`config.mk`:
```
export PLATFORM = sky130hd
export DESIGN_NAME = pong_timer
export DESIGN_NICKNAME = d
export VERILOG_FILES = /design/src/rtl/pong_timer.sv
export SDC_FILE = /design/constraint.sdc
export NUM_CORES = 1
export LEC_CHECK = 0
export CAP_MARGIN = 20
export CORE_MARGIN = 4
export CORE_UTILIZATION = 50
export DETAILED_ROUTE_END_ITERATION = 10
export PLACE_DENSITY = 0.76
export SLEW_MARGIN = 20
export SYNTH_ARGS = -nofsm -noshare
export SYNTH_HDL_FRONTEND = slang
export SYNTH_SLANG_ARGS = --single-unit
```
`constraint.sdc`:
```
create_clock -name Clk -period 3.6 [get_ports Clk]
set_input_delay 0.36 -clock Clk [delete_from_list [all_inputs] [get_ports Clk]]
set_output_delay 0.36 -clock Clk [all_outputs]
set_load 0.005 [all_outputs]
```
`src/rtl/pong_timer.sv`:
```
// Ball-step and end-of-game timer for the pong light-pattern FSM.
// Define PONG_TIMER_LEVEL_SPEEDUP_EN to shorten the step period with level.
module pong_timer #(
    parameter int unsigned STEP_CYCLES = 5000000,
    parameter int unsigned END_CYCLES  = 500000000,
    parameter int unsigned LEVEL_DEC   = 250000,
    parameter int unsigned MIN_STEP    = 1000000
) (
    input  logic       Clk,
    input  logic       r,
    input  logic       EnTimer20,
    input  logic       EnTimer5,
    input  logic [3:0] level,
    output logic       Time20,
    output logic       Time5,
    output logic       busy
);

    typedef enum logic [1:0] {
        IDLE,
        STEP,
        END_RUN,
        END_DONE
    } state_t;

    localparam logic [31:0] STEP_W = 32'(STEP_CYCLES);
    localparam logic [31:0] END_W  = 32'(END_CYCLES);
    localparam logic [31:0] DEC_W  = 32'(LEVEL_DEC);
    localparam logic [31:0] MIN_W  = 32'(MIN_STEP);

    state_t      state, state_d;
    logic [31:0] scnt, scnt_d;
    logic [31:0] ecnt, ecnt_d;
    logic [31:0] period, period_d;
    logic [31:0] period_calc;
    logic        s_last;
    logic        e_last;

`ifdef PONG_TIMER_LEVEL_SPEEDUP_EN
    logic [31:0] dec;

    // Clamp before subtracting so a large level never underflows.
    always_comb begin
        dec = {28'd0, level} * DEC_W;
        if (dec >= STEP_W) begin
            period_calc = MIN_W;
        end else if ((STEP_W - dec) < MIN_W) begin
            period_calc = MIN_W;
        end else begin
            period_calc = STEP_W - dec;
        end
    end
`else
    logic unused_level;

    assign unused_level = ^level;
    assign period_calc  = STEP_W;
`endif

    assign s_last = (scnt == period - 32'd1);
    assign e_last = (ecnt == END_W - 32'd1);

    always_comb begin
        state_d = state;
        scnt_d  = scnt;
        ecnt_d  = ecnt;
        if (EnTimer5) begin
            scnt_d = 32'd0;
            unique case (state)
                IDLE, STEP: begin
                    state_d = END_RUN;
                    ecnt_d  = 32'd0;
                end
                END_RUN: begin
                    if (e_last) begin
                        state_d = END_DONE;
                    end else begin
                        ecnt_d = ecnt + 32'd1;
                    end
                end
                END_DONE: begin
                    state_d = END_DONE;
                end
                default: state_d = IDLE;
            endcase
        end else begin
            ecnt_d = 32'd0;
            unique case (state)
                IDLE: begin
                    scnt_d  = 32'd0;
                    state_d = EnTimer20 ? STEP : IDLE;
                end
                STEP: begin
                    if (!EnTimer20) begin
                        state_d = IDLE;
                        scnt_d  = 32'd0;
                    end else if (s_last) begin
                        scnt_d = 32'd0;
                    end else begin
                        scnt_d = scnt + 32'd1;
                    end
                end
                default: begin
                    state_d = IDLE;
                    scnt_d  = 32'd0;
                end
            endcase
        end
    end

    // The period is only sampled when a new step period begins.
    assign period_d = (scnt_d == 32'd0) ? period_calc : period;

    always_ff @(posedge Clk) begin
        if (r) begin
            state  <= IDLE;
            scnt   <= 32'd0;
            ecnt   <= 32'd0;
            period <= STEP_W;
        end else begin
            state  <= state_d;
            scnt   <= scnt_d;
            ecnt   <= ecnt_d;
            period <= period_d;
        end
    end

    assign Time20 = (state == STEP) && EnTimer20 && !EnTimer5 && s_last;
    assign Time5  = (state == END_DONE);
    assign busy   = (state != IDLE);

endmodule
```
==> flow_summary.json, run 1 <==
{
  "seqPwrFrac_pct": 50.7,
  "ctsHoldBuffers": 0,
  "swShare_pct": 22.0,
  "cp-start-kind": "flop",
  "cap_violations": 0,
  "power.switching_mw": 0.320,
  "syn_to_final_growth_pct": 8.05,
  "initial_core_util_pct": 51.1,
  "seq_area_frac_synth_pct": 38.3,
  "fmax_mhz": 378,
  "synth_cell_type_count": 61,
  "cp_max_fo": 6,
  "setup_viol": 0,
  "netlist_area_sq_mm": 0.00345,
  "dpl.hpwl_mm": 4.91,
  "cts_buffers": 9,
  "critPathCaptureType": "output pin",
  "slew_headroom_pct": 41.7,
  "worst_slack_ns": 0.952,
  "port_buffers": 6,
  "min_period_ns": 2.65,
  "status": "complete, no violations",
  "synth-edff-count": 0,
  "final_area_sq_mm": 0.00373,
  "clkSinkCount": 66,
  "drtPass1Iterations": 6,
  "viasPerCell": 5.98,
  "worst_pin_slew_ns": 0.872,
  "routed_wl_mm": 7.25,
  "slew_violations": 0,
  "antenna_found_initial": 0,
  "drc_errors": 0,
  "p_per_area_mw_per_mm2": 389,
  "ys.flop_type": "dfxtp_1",
  "cts.path.max_buffers": 2,
  "synth_nets": 414,
  "post-route-period-util_pct": 73.6,
  "drive_gt1_share_pct": 9.09,
  "p_leak_nw": 1.35,
  "p_comb_share_pct": 2.2,
  "rsz0062_at_grt": "false",
  "antenna_cells": 0,
  "num_rows": 30,
  "dieHeight_microns": 91.1,
  "cts_root_buf": "clkbuf_8",
  "detail_route.iter0.violations": 168,
  "wl_per_cell_microns": 14.9,
  "clock_skew_ns": 0.00940,
  "netlist_top_cells_count": "dfxtp_1, nor2_1, nand2_1, nand3_1",
  "required_ns": 3.24,
  "grt_pass1_vias": 2683,
  "overflow": 0,
  "holdCritPathClass": "flop to flop",
  "ys_async_sr_fraction_pct": 0,
  "via_count": 2913,
  "grt_max_degree": 34,
  "postCtsSetupRepairBufs": 0,
  "pre_cts_ws_ns": 1.25,
  "power.internal_mw": 1.13,
  "dieArea_sq_mm": 0.00829,
  "pwr-share-clk_pct": 47.1,
  "synth_cells": 404,
  "utilization_pct": 55.2,
  "hold_violations": 0,
  "placed_area_sq_mm": 0.00351,
  "clock_latency_ns": 0.34,
  "fin_tns_setup_ns": 0,
  "nNetsFinal": 412,
  "netlist_top_cells_area": "dfxtp_1, xor2_1, nor2_1",
  "io_pins": 11,
  "syn_avg_cell_area_sq_um": 8.54,
  "fillCellCount": 636,
  "post-synth-top-area-fraction_pct": 38.3,
  "cts_resized": 0,
  "path_class": "flop to output pin",
  "tritoncts": "yes",
  "ir_drop_mv": 0.306,
  "ys.warnings.count": 0,
  "die_x_microns": 91.1,
  "gp_congestion": 0.822,
  "synth_top_area_cell": "dfxtp_1",
  "yosys_register_bits": 66,
  "grt_pass1_wl_mm": 12.8,
  "cp.arrival_ns": 2.29,
  "ant_nets": 0,
  "h-tree-depth": 3,
  "clk_pin_slew_ns": 0.07,
  "coreArea_sq_mm": 0.00676,
  "yosysMostFrequentCell": "dfxtp_1",
  "track_usage_pct": 18.7
}
cells by family after synthesis:
family | share of synthesized area (%)
AND/OR/NAND/NOR | 31.4
AO/OA/AOI/OAI | 15.8
flip-flops | 38.3
XOR/XNOR | 7.61
buffers and inverters | 4.42
multiplexers | 1.74
adder cells (fa/ha/maj) | 0.725
path summary, 6_finish.rpt:
kind / from / endpoint / slack [ns] / cells past startpoint
max: scnt[13]$_SDFF_PP0_ / Time20 / 0.95 / 5
min: ecnt[31]$_SDFFE_PP0P_ / ecnt[31]$_SDFFE_PP0P_ / 0.47 / 2
max reg2reg: ecnt[9]$_SDFFE_PP0P_ / ecnt[17]$_SDFFE_PP0P_ / 1.27 / 5
min reg2reg: ecnt[31]$_SDFFE_PP0P_ / ecnt[31]$_SDFFE_PP0P_ / 0.47 / 2
layout by cell type (no fill, tap or decap), types with 2 or more instances in the layout:
cell type        count
a211oi_1             3
a211oi_2             5
a21oi_1             24
a21oi_2              2
a31oi_1              5
and2_1               7
and3_1              12
and4_1               7
buf_4                4
bufinv_16            2
clkbuf_8             9
clkdlybuf4s50_1      6
clkinv_2             2
clkinvlp_4           2
dfxtp_1             66
ha_1                 2
inv_1                6
mux2i_1              6
nand2_1             34
nand2b_1             6
nand3_1             25
nand4_1             23
nor2_1              46
nor3_2               2
nor4_1               7
o21a_1               3
o21ai_0              4
o21ai_1              2
o22a_1              13
o31ai_1              2
or3_1                7
or4_1                3
xnor2_1              6
xor2_1              24
flip-flops by register name, summed over array words and instances, names as in the netlist:
| register | flops |
|---|---|
| state | 2 |
| ecnt | 32 |
| scnt | 32 |
power groups by stage:
stage	Clock (mW)	Sequential (mW)	Combinational, mW
2_1_floorplan	0	0.749	0.0273
3_3_place_gp	0	0.754	0.0308
3_5_place_dp	0	0.754	0.0314
4_1_cts	0.699	0.736	0.0314
5_1_grt	0.739	0.737	0.0344
6_report	0.684	0.737	0.0312
final cells by class:
type                            instances  area, sq um  area share, %
Multi-Input combinational cell        309         1980           53.0
Sequential cell                        66         1320           35.4
Clock buffer                            9          124           3.32
Tap cell                               80          100           2.68
Clock inverter                          7         93.8           2.52
Timing Repair Buffer                   10         90.1           2.42
Inverter                                6         22.5          0.604
per-layer routing:
layer / GRT usage, % / routed length [microns] / up-vias
met5: 0 / 0 / -
met4: 5.53 / 96 / 0
met3: 5.55 / 253 / 7
met2: 30.4 / 3490 / 40
met1: 24.1 / 3410 / 1398
li1: - / - / 1468
per-stage QoR:
| stage | cells | hold WS [ns] | power [mW] |
|---|---|---|---|
| 2_1_floorplan | 404 | 0.432 | 0.776 |
| 3_3_place_gp | 471 | 0.454 | 0.784 |
| 3_5_place_dp | 471 | 0.466 | 0.785 |
| 4_1_cts | 487 | 0.475 | 1.47 |
| 5_1_grt | 487 | 0.510 | 1.51 |
| 6_report | 487 | 0.470 | 1.45 |
critical path, stage by stage, from the launching register on:
cell,delay (ns)
dfxtp_1,0.38
nor4_1,0.36
nand3_1,0.12
nor4_1,0.40
and2_1,0.19
clkdlybuf4s50_1,0.50
No activity file was read; power rests on OpenSTA's default activity.
==> inputs of run 2 (changes only) <==
--- a/config.mk
+++ b/config.mk
@@ -9,7 +9,7 @@
 export CORE_MARGIN = 4
 export CORE_UTILIZATION = 50
 export DETAILED_ROUTE_END_ITERATION = 10
-export PLACE_DENSITY = 0.76
+export PLACE_DENSITY = 0.79
 export SLEW_MARGIN = 20
 export SYNTH_ARGS = -nofsm -noshare
 export SYNTH_HDL_FRONTEND = slang
==> constraint.sdc (replaced) <==
create_clock -name Clk -period 2.3 [get_ports Clk]
set_input_delay 0.23 -clock Clk [delete_from_list [all_inputs] [get_ports Clk]]
set_output_delay 0.23 -clock Clk [all_outputs]
set_load 0.005 [all_outputs]
==> run 2 against run 1 <==
Against the previous run: global-route usage up 0.45 points; register-to-register slack worse by 1.1 ns; via count up 3.6%; critical path type is now flop to flop; critical endpoint is now ecnt[8]$_SDFFE_PP0P_; largest cell class unchanged; largest power group unchanged; highest routed layer unchanged.
==> flow_summary.json, run 2 (synthesis results as in run 1) <==
{
  "status": "complete, no violations",
  "grt_pass1_vias": 2811,
  "coreArea_sq_mm": 0.00676,
  "slew_violations": 0,
  "overflow": 0,
  "cts_buffers": 9,
  "dieArea_sq_mm": 0.00829,
  "initial_core_util_pct": 51.1,
  "required_ns": 2.59,
  "post-route-period-util_pct": 94.0,
  "drive_gt1_share_pct": 13.2,
  "power.switching_mw": 0.471,
  "rsz0062_at_grt": "false",
  "swShare_pct": 21.2,
  "p_per_area_mw_per_mm2": 579,
  "fmax_mhz": 463,
  "postCtsSetupRepairBufs": 0,
  "cp-start-kind": "flop",
  "slew_headroom_pct": 58.0,
  "rr_worst_depth": 6,
  "crit_path_max_incr_delay_ns": 0.58,
  "path_class": "flop to flop",
  "p_leak_nw": 1.42,
  "dieHeight_microns": 91.1,
  "ctsHoldBuffers": 0,
  "r2r_start": "ecnt[9]$_SDFFE_PP0P_",
  "wl_per_cell_microns": 15.2,
  "critical_path.startpoint": "ecnt[9]$_SDFFE_PP0P_",
  "clock_skew_ns": 0.0104,
  "antenna_found_initial": 0,
  "ir_drop_mv": 0.317,
  "holdCritPathClass": "flop to flop",
  "worst_pin_slew_ns": 0.629,
  "num_rows": 30,
  "setup_viol": 0,
  "via_count": 3018,
  "cap_violations": 0,
  "seqPwrFrac_pct": 51.6,
  "clock_latency_ns": 0.34,
  "grt_pass1_wl_mm": 13.0,
  "rr_endpoint": "ecnt[8]$_SDFFE_PP0P_",
  "ant_nets": 0,
  "cts_root_buf": "clkbuf_8",
  "critPathCaptureType": "flop",
  "worst-path-stages": 6,
  "p_comb_share_pct": 2.7,
  "viasPerCell": 6.06,
  "crit_end": "ecnt[8]$_SDFFE_PP0P_",
  "utilization_pct": 56.7,
  "clkSinkCount": 66,
  "crit_family": "simple AND/OR/NAND/NOR gates",
  "fin_tns_setup_ns": 0,
  "h-tree-depth": 3,
  "reg2reg_slack_ns": 0.14,
  "path_cells": "or4_1 -> nor4_4 -> buf_4 -> a21oi_2 -> nor2_4 -> o22a_1",
  "cp_num_buf_inv": 1,
  "final_common_cell": "dfxtp_1",
  "routed_wl_mm": 7.56,
  "tritoncts": "yes",
  "layout_common_cells": "dfxtp_1, nor2_1, nand2_1, nand3_1",
  "drc_errors": 0,
  "track_usage_pct": 19.2,
  "syn_to_final_growth_pct": 11.1,
  "cts.path.max_buffers": 2,
  "port_buffers": 6,
  "nNetsFinal": 424,
  "gp_congestion": 0.825,
  "die_x_microns": 91.1,
  "worstHoldStart": "scnt[0]$_SDFF_PP0_",
  "power.internal_mw": 1.75,
  "detail_route.iter0.violations": 226,
  "antenna_cells": 0,
  "drtPass1Iterations": 5,
  "cp_max_fo": 13,
  "reg_top3": "ecnt: 32 flops, scnt: 32 flops, state: 2 flops",
  "dpl.hpwl_mm": 5.11,
  "cp_slowest_cell": "or4_1",
  "io_pins": 11,
  "grt_max_degree": 34,
  "cp.arrival_ns": 2.45,
  "min_period_ns": 2.16,
  "clk_pin_slew_ns": 0.07,
  "pwr-share-clk_pct": 45.7,
  "hold_violations": 0
}
[run 2: changes by cell type in the layout (fill, tap and decap cells not counted), sizes merged]
cell / delta
buf: +12
clkbuf: +4
bufinv: -1
clkinv: -2
dlygate4sd2: +1
clkdlybuf4s50: -1
clkinvlp: -2
[run 2: area by class of cell]
type                    count  area (sq um)
clock buffers              13           169
clock inverters             2          35.0
flip-flops and latches     66          1330
well taps                  80           100
inverters                   6          22.5
repair buffers             22           179
fillers                   606          2920
multi-input cells         309          2000
[run 2: metrics by stage]
step	power (mW)	hold slack [ns]	setup WS, ns	instance area [sq um]	cells
6_report	2.22	0.472	0.138	3830	498
3_3_place_gp	1.23	0.451	0.204	3600	483
3_5_place_dp	1.23	0.468	0.166	3600	483
2_1_floorplan	1.21	0.302	0.364	3450	404
5_1_grt	2.29	0.488	0.00583	3830	498
4_1_cts	2.24	0.473	0.153	3830	498
[run 2: per-layer routing]
metal | global-route usage (%) | vias up | share of wire [%]
met1 | 23.5 | 1419 | 43
met5 | 0 | - | 0
li1 | - | 1497 | -
met2 | 33.0 | 86 | 51
met4 | 8.29 | 0 | 1.8
met3 | 3.31 | 16 | 4.9
[run 2: worst min path at each step]
stage                                       end  slack (ns)  cells after the start
after global routing         scnt[0]$_SDFF_PP0_        0.49                      1
after detailed placement  ecnt[31]$_SDFFE_PP0P_        0.47                      2
final                        scnt[0]$_SDFF_PP0_        0.47                      1
after floorplan           state[0]$_SDFFE_PP0P_        0.30                      1
after global placement    ecnt[31]$_SDFFE_PP0P_        0.45                      2
after CTS                    scnt[0]$_SDFF_PP0_        0.47                      1
[run 2: repair_timing]
| action | in CTS | in global routing |
|---|---|---|
| endpoints found under the setup margin | 1 | 0 |
| gates resized for setup | 10 | 0 |
| endpoints found under the hold margin | 0 | 0 |
[run 2: power groups by stage]
stage | sequential [mW] | combinational (mW) | clock [mW]
floorplan | 1.17 | 0.0427 | 0
global placement | 1.17 | 0.0565 | 0
detailed placement | 1.17 | 0.0583 | 0
CTS | 1.14 | 0.0588 | 1.03
global route | 1.14 | 0.0633 | 1.09
finish | 1.14 | 0.0589 | 1.01
[run 2: worst register-to-register path: stages (launching register included)]
cell and delay (ns):
dfxtp_1 0.35, or4_1 0.58, nor4_4 0.34, buf_4 0.19
a21oi_2 0.11, nor2_4 0.32, o22a_1 0.21
